## config.mk

```make
export PLATFORM = sky130hd
export DESIGN_NAME = ram_dp_init
export DESIGN_NICKNAME = d
export VERILOG_FILES = /design/src/rtl/ram_dp_init.sv
export SDC_FILE = /design/constraint.sdc
export NUM_CORES = 1
export LEC_CHECK = 0
export BUFFER_PORTS_ARGS = -buffer_cell sky130_fd_sc_hd__buf_2
export CAP_MARGIN = 20
export CELL_PAD_IN_SITES_DETAIL_PLACEMENT = 1
export CELL_PAD_IN_SITES_GLOBAL_PLACEMENT = 1
export CORE_MARGIN = 2
export CORE_UTILIZATION = 45
export DETAILED_ROUTE_END_ITERATION = 7
export PLACE_DENSITY = 0.71
export SLEW_MARGIN = 5
export SYNTH_ARGS = -nofsm -noshare
export SYNTH_HDL_FRONTEND = slang
export SYNTH_SLANG_ARGS = --single-unit
```

## constraint.sdc

```tcl
create_clock -name clk -period 4.24 [get_ports clk]
set_input_delay 0.848 -clock clk [delete_from_list [all_inputs] [get_ports clk]]
set_output_delay 0.848 -clock clk [all_outputs]
set_load 0.03 [all_outputs]
```

## src/rtl/ram_dp_init.sv

```systemverilog
// ram_dp_init -- simple-dual-port synchronous RAM with byte-lane writes and an
// init sweep that loads INIT_VAL into every word after reset or on request.
//
// Ports
//   clk     clock, all state on rising edge
//   rst     asynchronous active-high reset
//   clear   1-cycle request to re-run the init sweep
//   busy    high while the init sweep runs; read/write ports ignored
//   we      write request
//   waddr   write address
//   wdata   write data
//   be      byte-lane enables, lane i covers wdata[i*BYTE_W +: BYTE_W]
//   re      read request
//   raddr   read address
//   rdata   read data, holds until the next accepted read
//   rvalid  1-cycle strobe: rdata was updated on the preceding edge
//
// Storage is split into NB independent lane arrays. This lets a byte enable
// gate a lane's write port directly, with no read-modify-write.

module ram_dp_init_lane #(
    parameter int LANE_W   = 8,
    parameter int ADDR_W   = 2,
    parameter int RDW_MODE = 0
) (
    input  logic              clk,
    input  logic              rst,
    input  logic              wen,
    input  logic [ADDR_W-1:0] waddr,
    input  logic [LANE_W-1:0] wdata,
    input  logic              ren,
    input  logic [ADDR_W-1:0] raddr,
    output logic [LANE_W-1:0] rdata
);
    localparam int DEPTH = 2 ** ADDR_W;

    logic [LANE_W-1:0] mem [DEPTH];

    // Array contents are deliberately not reset.
    always_ff @(posedge clk) begin
        if (wen) mem[waddr] <= wdata;
    end

    // Write-first mode forwards this lane's incoming data on an address
    // collision. Read-first mode returns the stored word, which the
    // non-blocking write has not changed yet.
    always_ff @(posedge clk or posedge rst) begin
        if (rst)
            rdata <= '0;
        else if (ren)
            rdata <= (RDW_MODE != 0 && wen && waddr == raddr) ? wdata : mem[raddr];
    end
endmodule

module ram_dp_init #(
    parameter int                DATA_W   = 8,
    parameter int                BYTE_W   = 8,
    parameter int                ADDR_W   = 2,
    parameter int                RDW_MODE = 0,
    parameter logic [DATA_W-1:0] INIT_VAL = '0
) (
    input  logic                       clk,
    input  logic                       rst,
    input  logic                       clear,
    output logic                       busy,
    input  logic                       we,
    input  logic [ADDR_W-1:0]          waddr,
    input  logic [DATA_W-1:0]          wdata,
    input  logic [DATA_W/BYTE_W-1:0]   be,
    input  logic                       re,
    input  logic [ADDR_W-1:0]          raddr,
    output logic [DATA_W-1:0]          rdata,
    output logic                       rvalid
);
    localparam int NB = DATA_W / BYTE_W;
    localparam logic [NB-1:0][BYTE_W-1:0] INIT_LANES = INIT_VAL;

    typedef enum logic {INIT, READY} state_t;

    state_t            state, next_state;
    logic [ADDR_W-1:0] ptr, next_ptr;
    logic              rd_acc;

    logic [NB-1:0][BYTE_W-1:0] wdata_lanes;
    logic [NB-1:0][BYTE_W-1:0] lane_wdata;
    logic [NB-1:0][BYTE_W-1:0] rdata_lanes;
    logic [NB-1:0]             lane_wen;
    logic [ADDR_W-1:0]         lane_waddr;

    // ---------------------------------------------------------------
    // Init sweep FSM
    // ---------------------------------------------------------------
    always_ff @(posedge clk or posedge rst) begin
        if (rst) begin
            state <= INIT;
            ptr   <= '0;
        end else begin
            state <= next_state;
            ptr   <= next_ptr;
        end
    end

    always_comb begin
        next_state = state;
        next_ptr   = ptr;
        case (state)
            INIT: begin
                // clear restarts the sweep. It wins even on the final sweep
                // edge, so busy always lasts a full DEPTH edges after it.
                if (clear)
                    next_ptr = '0;
                else if (ptr == {ADDR_W{1'b1}})
                    next_state = READY;
                else
                    next_ptr = ptr + 1'b1;
            end
            READY: begin
                if (clear) begin
                    next_state = INIT;
                    next_ptr   = '0;
                end
            end
            default: begin
                next_state = INIT;
                next_ptr   = '0;
            end
        endcase
    end

    assign busy = (state == INIT);

    // ---------------------------------------------------------------
    // Port muxing: the sweep owns the write port while busy
    // ---------------------------------------------------------------
    assign wdata_lanes = wdata;
    assign rd_acc      = !busy && re;
    assign lane_waddr  = busy ? ptr : waddr;

    always_comb begin
        lane_wen   = '0;
        lane_wdata = wdata_lanes;
        if (busy) begin
            lane_wen   = '1;
            lane_wdata = INIT_LANES;
        end else if (we) begin
            lane_wen = be;
        end
    end

    genvar i;
    generate
        for (i = 0; i < NB; i++) begin : g_lane
            ram_dp_init_lane #(
                .LANE_W   (BYTE_W),
                .ADDR_W   (ADDR_W),
                .RDW_MODE (RDW_MODE)
            ) u_lane (
                .clk   (clk),
                .rst   (rst),
                .wen   (lane_wen[i]),
                .waddr (lane_waddr),
                .wdata (lane_wdata[i]),
                .ren   (rd_acc),
                .raddr (raddr),
                .rdata (rdata_lanes[i])
            );
        end
    endgenerate

    assign rdata = rdata_lanes;

    always_ff @(posedge clk or posedge rst) begin
        if (rst) rvalid <= 1'b0;
        else     rvalid <= rd_acc;
    end
endmodule

```

# After elaboration in Yosys (flattened, before gate mapping)
# Memory sizes are Yosys's and may differ from the RTL's. A register that Yosys moved wholly into a read port is not among the register bits.
# Index checks and enable logic that the tools add are counted.
[classes]
n_addsub = 1
n_eq_ne = 3
muxes = 14
n_bitwise = 1
reduce_logical = 2
[op_table]
columns = ["operator", "count"]
rows = [
  ["$mux W2", 4],
  ["$mux W8", 1],
  ["$mux W1", 7],
  ["$pmux W2 S2", 1],
  ["$ne A3 B3 Y1 const B", 1],
  ["$add A2 B1 Y2 const B", 1],
  ["$eq A2 B2 Y1 const B", 1],
  ["$ne A2 B2 Y1 const B", 1],
  ["$pmux W1 S2", 1],
  ["$reduce_and A2 Y1", 1],
  ["$logic_and A1 B1 Y1", 1],
  ["$not A1 Y1", 1],
]
[word_totals]
ff_bits = 4
mem_bits_rw = 32
input_bits = 18
output_inout_bits = 10
word_cells = 25
memories = 1
[mem_list]
columns = ["name", "depth", "width", "rd", "rd_ports_with_merged_regs", "wr", "line_no", "source"]
rows = [
  ["g_lane[0].u_lane.mem", 4, 8, 1, 1, 1, "37", "logic [LANE_W-1:0] mem [DEPTH];"],
]

# Logic depth before layout (Yosys ltp)
[depth]
depth_word = 4
depth_mapped = 4
ltp_nobuf = 3

# Modules after synthesis
# A second synthesis with hierarchy kept.
[unflattened]
hier_cells = 113
hier_area_um2 = 1785.5
[modules_own_cells]
columns = ["module", "n_inst", "cells_per_inst", "area_per_inst_um2", "seq_area_each_um2"]
rows = [
  ["ram_dp_init_lane", 1, 83, 1520.2, 1161.1],
  ["ram_dp_init", 1, 30, 265.3, 100.1],
]

# Least setup slack after synthesis
# No wires, ideal clock.
[synth_path]
path_type = "input -> register"
startpoint = "input port waddr[0]"
endpoint = "memory g_lane[0].u_lane.mem[0][0], enable pin"
setup_ps = 386
arrival_time_ps = 1792
t_required_ps = 3854
path_slack_ps = 2062
path_stages = 2
n_path_buf = 0
path_cell_list = "mux2_2 a211oi_1"
[synth_between]
elab_chain_cells = 1
[synth_rtl]
columns = ["element", "line_no", "source"]
rows = [
  ["start: declaration", "67", "input logic [ADDR_W-1:0] waddr,"],
  ["$mux W2", "137", "assign lane_waddr = busy ? ptr : waddr;"],
  ["end: declaration", "37", ""],
]
# No other way between the ends.

# Worst setup path after layout
[layout_path]
startpoint = "register state"
endpoint = "memory g_lane[0].u_lane.mem[2][7], enable pin"
[layout_between]
elab_chain_cells = 3
elab_cells_between_ends = 4
classes_between = "mux: 4"
[layout_rtl]
columns = ["element", "line_no", "source"]
rows = [
  ["start: declaration", "80", "state_t state, next_state;"],
  ["start signal: assignment", "98", "state <= next_state;"],
  ["$mux W1", "142", "if (busy) begin"],
  ["$mux W1", "41", "if (wen) mem[waddr] <= wdata;"],
  ["$mux W1 (not written as such)", "41", ""],
]
# Parallel ways exist; a longest one is shown, timed or not.

==> out/results.txt <==
worst IR drop on VDD: 0.292 mV
area share of xor/xnor cells in the synthesized design: 0
post-synthesis adder-cell area fraction: 0.00716
Overflow after GRT: 0
switching power as a share of total power: 0.300
Hold WS: 0.505 ns
via count of the first global-routing pass: 1020
combined area of all synthesized cells: 1750 sq um
Net Sw Power: 0.000406 W
TritonCTS sink count: 44
Detailed Route WL: 3060 um
startpoint of the most critical hold path: g_lane[0].u_lane.rdata[1]
Slew Viols, Final: 0
die area: 4400 sq um
Detail Placement HPWL: 2170 um
commonest non-fill, non-tap cells in the layout: sky130_fd_sc_hd__edfxtp_1 (32), sky130_fd_sc_hd__buf_2 (29), sky130_fd_sc_hd__dfrtp_1 (12)
capturing point of the worst reg2reg path: g_lane[0].u_lane.mem[2][7]
area fraction in compound gates after synthesis: 0.0258
warnings from Yosys: 0
maximum number of pins on one net before global-route repair: 23
library cell used as clock root buffer: sky130_fd_sc_hd__clkbuf_8
endpoint type of the worst setup path: register
Worst Skew: 0.00777 ns
CTS Hold Bufs: 0
relative area change from synthesis to final layout: 16.5%
Worst-Skew Late Latency: 0.30 ns
setup tns final: 0 ns
Hold EP: g_lane[0].u_lane.rdata[1]
share of the yosys chip area belonging to registers: 0.722
# Max-Cap Violations: 0
leakage power summed over all cells: 0.811 nW
crit path launch type: register
Fmax: 436 MHz
detailed-route via count: 937
global placement routability congestion: 0.686
Detailed Routing Iterations Pass 1: 2
Worst Hold Path Cells: 1
CTS H-tree lvls: 2
shortest clock period the worst path allows after layout: 2.29 ns
maximum cell stage delay along the critical path: 0.77 ns
setup violation total in the final timing report: 0
final hold viol count: 0
actual slew at the worst max-slew pin: 1.00 ns
gate count of the mapped netlist: 95
placed insts: 168
initial cell density of the core: 0.474
number of nets with antenna violations after detailed routing: 0
worst-case headroom to the max-slew limit: 0.331
WP data required: 4.16 ns
global-route usage over all layers: 0.169
wire length of the first global-routing pass: 5130 um
number of unique standard cell types used by synthesis: 22
maximum fanout count along the critical path: 22
crit share post-route: 0.541
deepest clock path buffer count: 2
number of register bits inferred by synthesis: 44
Mapped Avg Cell Area: 18.4 sq um
number of input and output port buffers inserted: 27
main combinational cell family by area after synthesis: multiplexers
register share of total power: 0.509
Min-Delay Path Class: reg2reg
Iteration-0 DRC Markers: 23
post-CTS sizing: 0
TritonCTS clock tree: built
clock transition time at the flip-flop clock pins of the worst setup and hold paths: 0.07 ns
area fraction in and, or, nand and nor cells after synthesis: 0.0587
average detailed-routed wire length per instance: 17.4 um
antenna violations before repair: 0
number of diodes added for antenna fixing: 0
area of the core: 3690 sq um
die width: 66.3 um
syn nets: 114
Comb pwr share: 0.261
average via count per standard cell: 5.32
Post-CTS Repair Setup Buffers: 0
cell breakdown of the critical path: mux2_2, a21oi_1
Reg2Reg Setup Slack: 1.95 ns
Final #Nets: 146
die height: 66.3 um
CP Class: reg2reg
outcome: finished clean
most common library cell in the layout ignoring fill and taps: sky130_fd_sc_hd__edfxtp_1
standard cell with the maximum stage delay on the critical path: sky130_fd_sc_hd__a21oi_1
mux cell area share after synthesis: 0.167
count of standard-cell rows: 22
Clk network pwr share: 0.229
power per cell area: 665 nW/um^2
layout cells sized above 1: 0.422
number of top-level design ports: 28
number of CTS-inserted buffers: 5
remaining routing DRC violations: 0
setup repair after global routing missed its margin: no
r2r startpoint: state
CP arrival: 2.21 ns
post-route insts no fill: 176
Register-to-Register Path Depth: 2
internal power summed over all cells: 0.000948 W
## sequential cells by signal, summed over array words and instances, names as in the netlist
register / cells
g_lane.u_lane.mem: 32
state: 1
rvalid: 1
g_lane.u_lane.rdata: 8
ptr: 2
## cell type report
| cell class | count | area [sq um] |
|---|---|---|
| Inverter | 3 | 11.3 |
| Fill cell | 368 | 1650 |
| Multi-Input combinational cell | 44 | 452 |
| Timing Repair Buffer | 29 | 145 |
| Sequential cell | 44 | 1260 |
| Tap cell | 48 | 60.1 |
| Clock inverter | 2 | 35.0 |
| Clock buffer | 6 | 72.6 |
## worst max path at each step
| stage | startpoint | end | slack (ns) | depth (start not counted) |
|---|---|---|---|---|
| floorplan | waddr[0] | g_lane[0].u_lane.mem[0][0] | 2.06 | 2 |
| global placement | waddr[0] | g_lane[0].u_lane.mem[0][3] | 1.69 | 3 |
| detailed placement | waddr[0] | g_lane[0].u_lane.mem[2][3] | 1.81 | 3 |
| CTS | state | g_lane[0].u_lane.mem[2][7] | 1.90 | 2 |
| global route | state | g_lane[0].u_lane.mem[2][0] | 1.80 | 2 |
| finish | state | g_lane[0].u_lane.mem[2][7] | 1.95 | 2 |
## cell families (layout without fill, tap and decap cells)
| family | Yosys count | count (layout) |
|---|---|---|
| flops | 44 | 44 |
| mux | 18 | 18 |
| simple gates | 17 | 17 |
| compound gates | 8 | 8 |
| buf+inv | 7 | 40 |
| fa+ha+maj | 1 | 1 |
## metal layers
layer  track usage  share of wire
met1         0.197           0.40
met2         0.290           0.54
met5             0              0
met4        0.0612          0.013
met3        0.0562          0.045
## power by group through the flow
| stage | registers [W] | clock network [W] | logic, W |
|---|---|---|---|
| 4_1_cts | 0.000692 | 0.000321 | 0.000359 |
| 2_1_floorplan | 0.000753 | 0 | 0.000184 |
| 6_report | 0.000690 | 0.000311 | 0.000354 |
| 3_3_place_gp | 0.000697 | 0 | 0.000331 |
| 5_1_grt | 0.000707 | 0.000336 | 0.000387 |
| 3_5_place_dp | 0.000702 | 0 | 0.000357 |
## critical path, delay by kind of cell, from the launching register on
family         cells  cell delay, ns
multiplexers       1            0.41
AO/OA/AOI/OAI      1            0.77
flip-flops         1            0.73
## cells in the mapped netlist
cell type	count	area, sq um
sky130_fd_sc_hd__edfxtp_1	32	961
sky130_fd_sc_hd__dfrtp_1	12	300
sky130_fd_sc_hd__mux2_2	9	101
sky130_fd_sc_hd__and2_1	8	50.1
sky130_fd_sc_hd__mux4_2	8	180
sky130_fd_sc_hd__a21oi_1	4	20.0
sky130_fd_sc_hd__inv_1	3	11.3
sky130_fd_sc_hd__a211oi_1	2	15.0
sky130_fd_sc_hd__clkbuf_1	2	7.51
sky130_fd_sc_hd__nor2_1	2	7.51
sky130_fd_sc_hd__o21ai_0	2	10.0
sky130_fd_sc_hd__buf_2	1	5.00
sky130_fd_sc_hd__buf_6	1	11.3
sky130_fd_sc_hd__ha_1	1	12.5
sky130_fd_sc_hd__mux2i_1	1	10.0
sky130_fd_sc_hd__nand2_1	1	3.75
sky130_fd_sc_hd__nand2b_1	1	6.26
sky130_fd_sc_hd__nand3b_1	1	7.51
sky130_fd_sc_hd__nand4_1	1	6.26
sky130_fd_sc_hd__nor2b_1	1	6.26
sky130_fd_sc_hd__or3_1	1	6.26
sky130_fd_sc_hd__or3b_2	1	8.76
## metrics by stage
step                      total power (W)  cell area [sq um]  setup WS [ns]  utilization
final                             0.00135               2040           1.95        0.552
after detailed placement          0.00106               1930           1.81        0.523
after global routing              0.00143               2040           1.80        0.552
after global placement            0.00103               1920           1.69        0.520
after CTS                         0.00137               2040           1.90        0.552
after floorplan                  0.000936               1750           2.06            -
(Power assumes the default switching activity.)
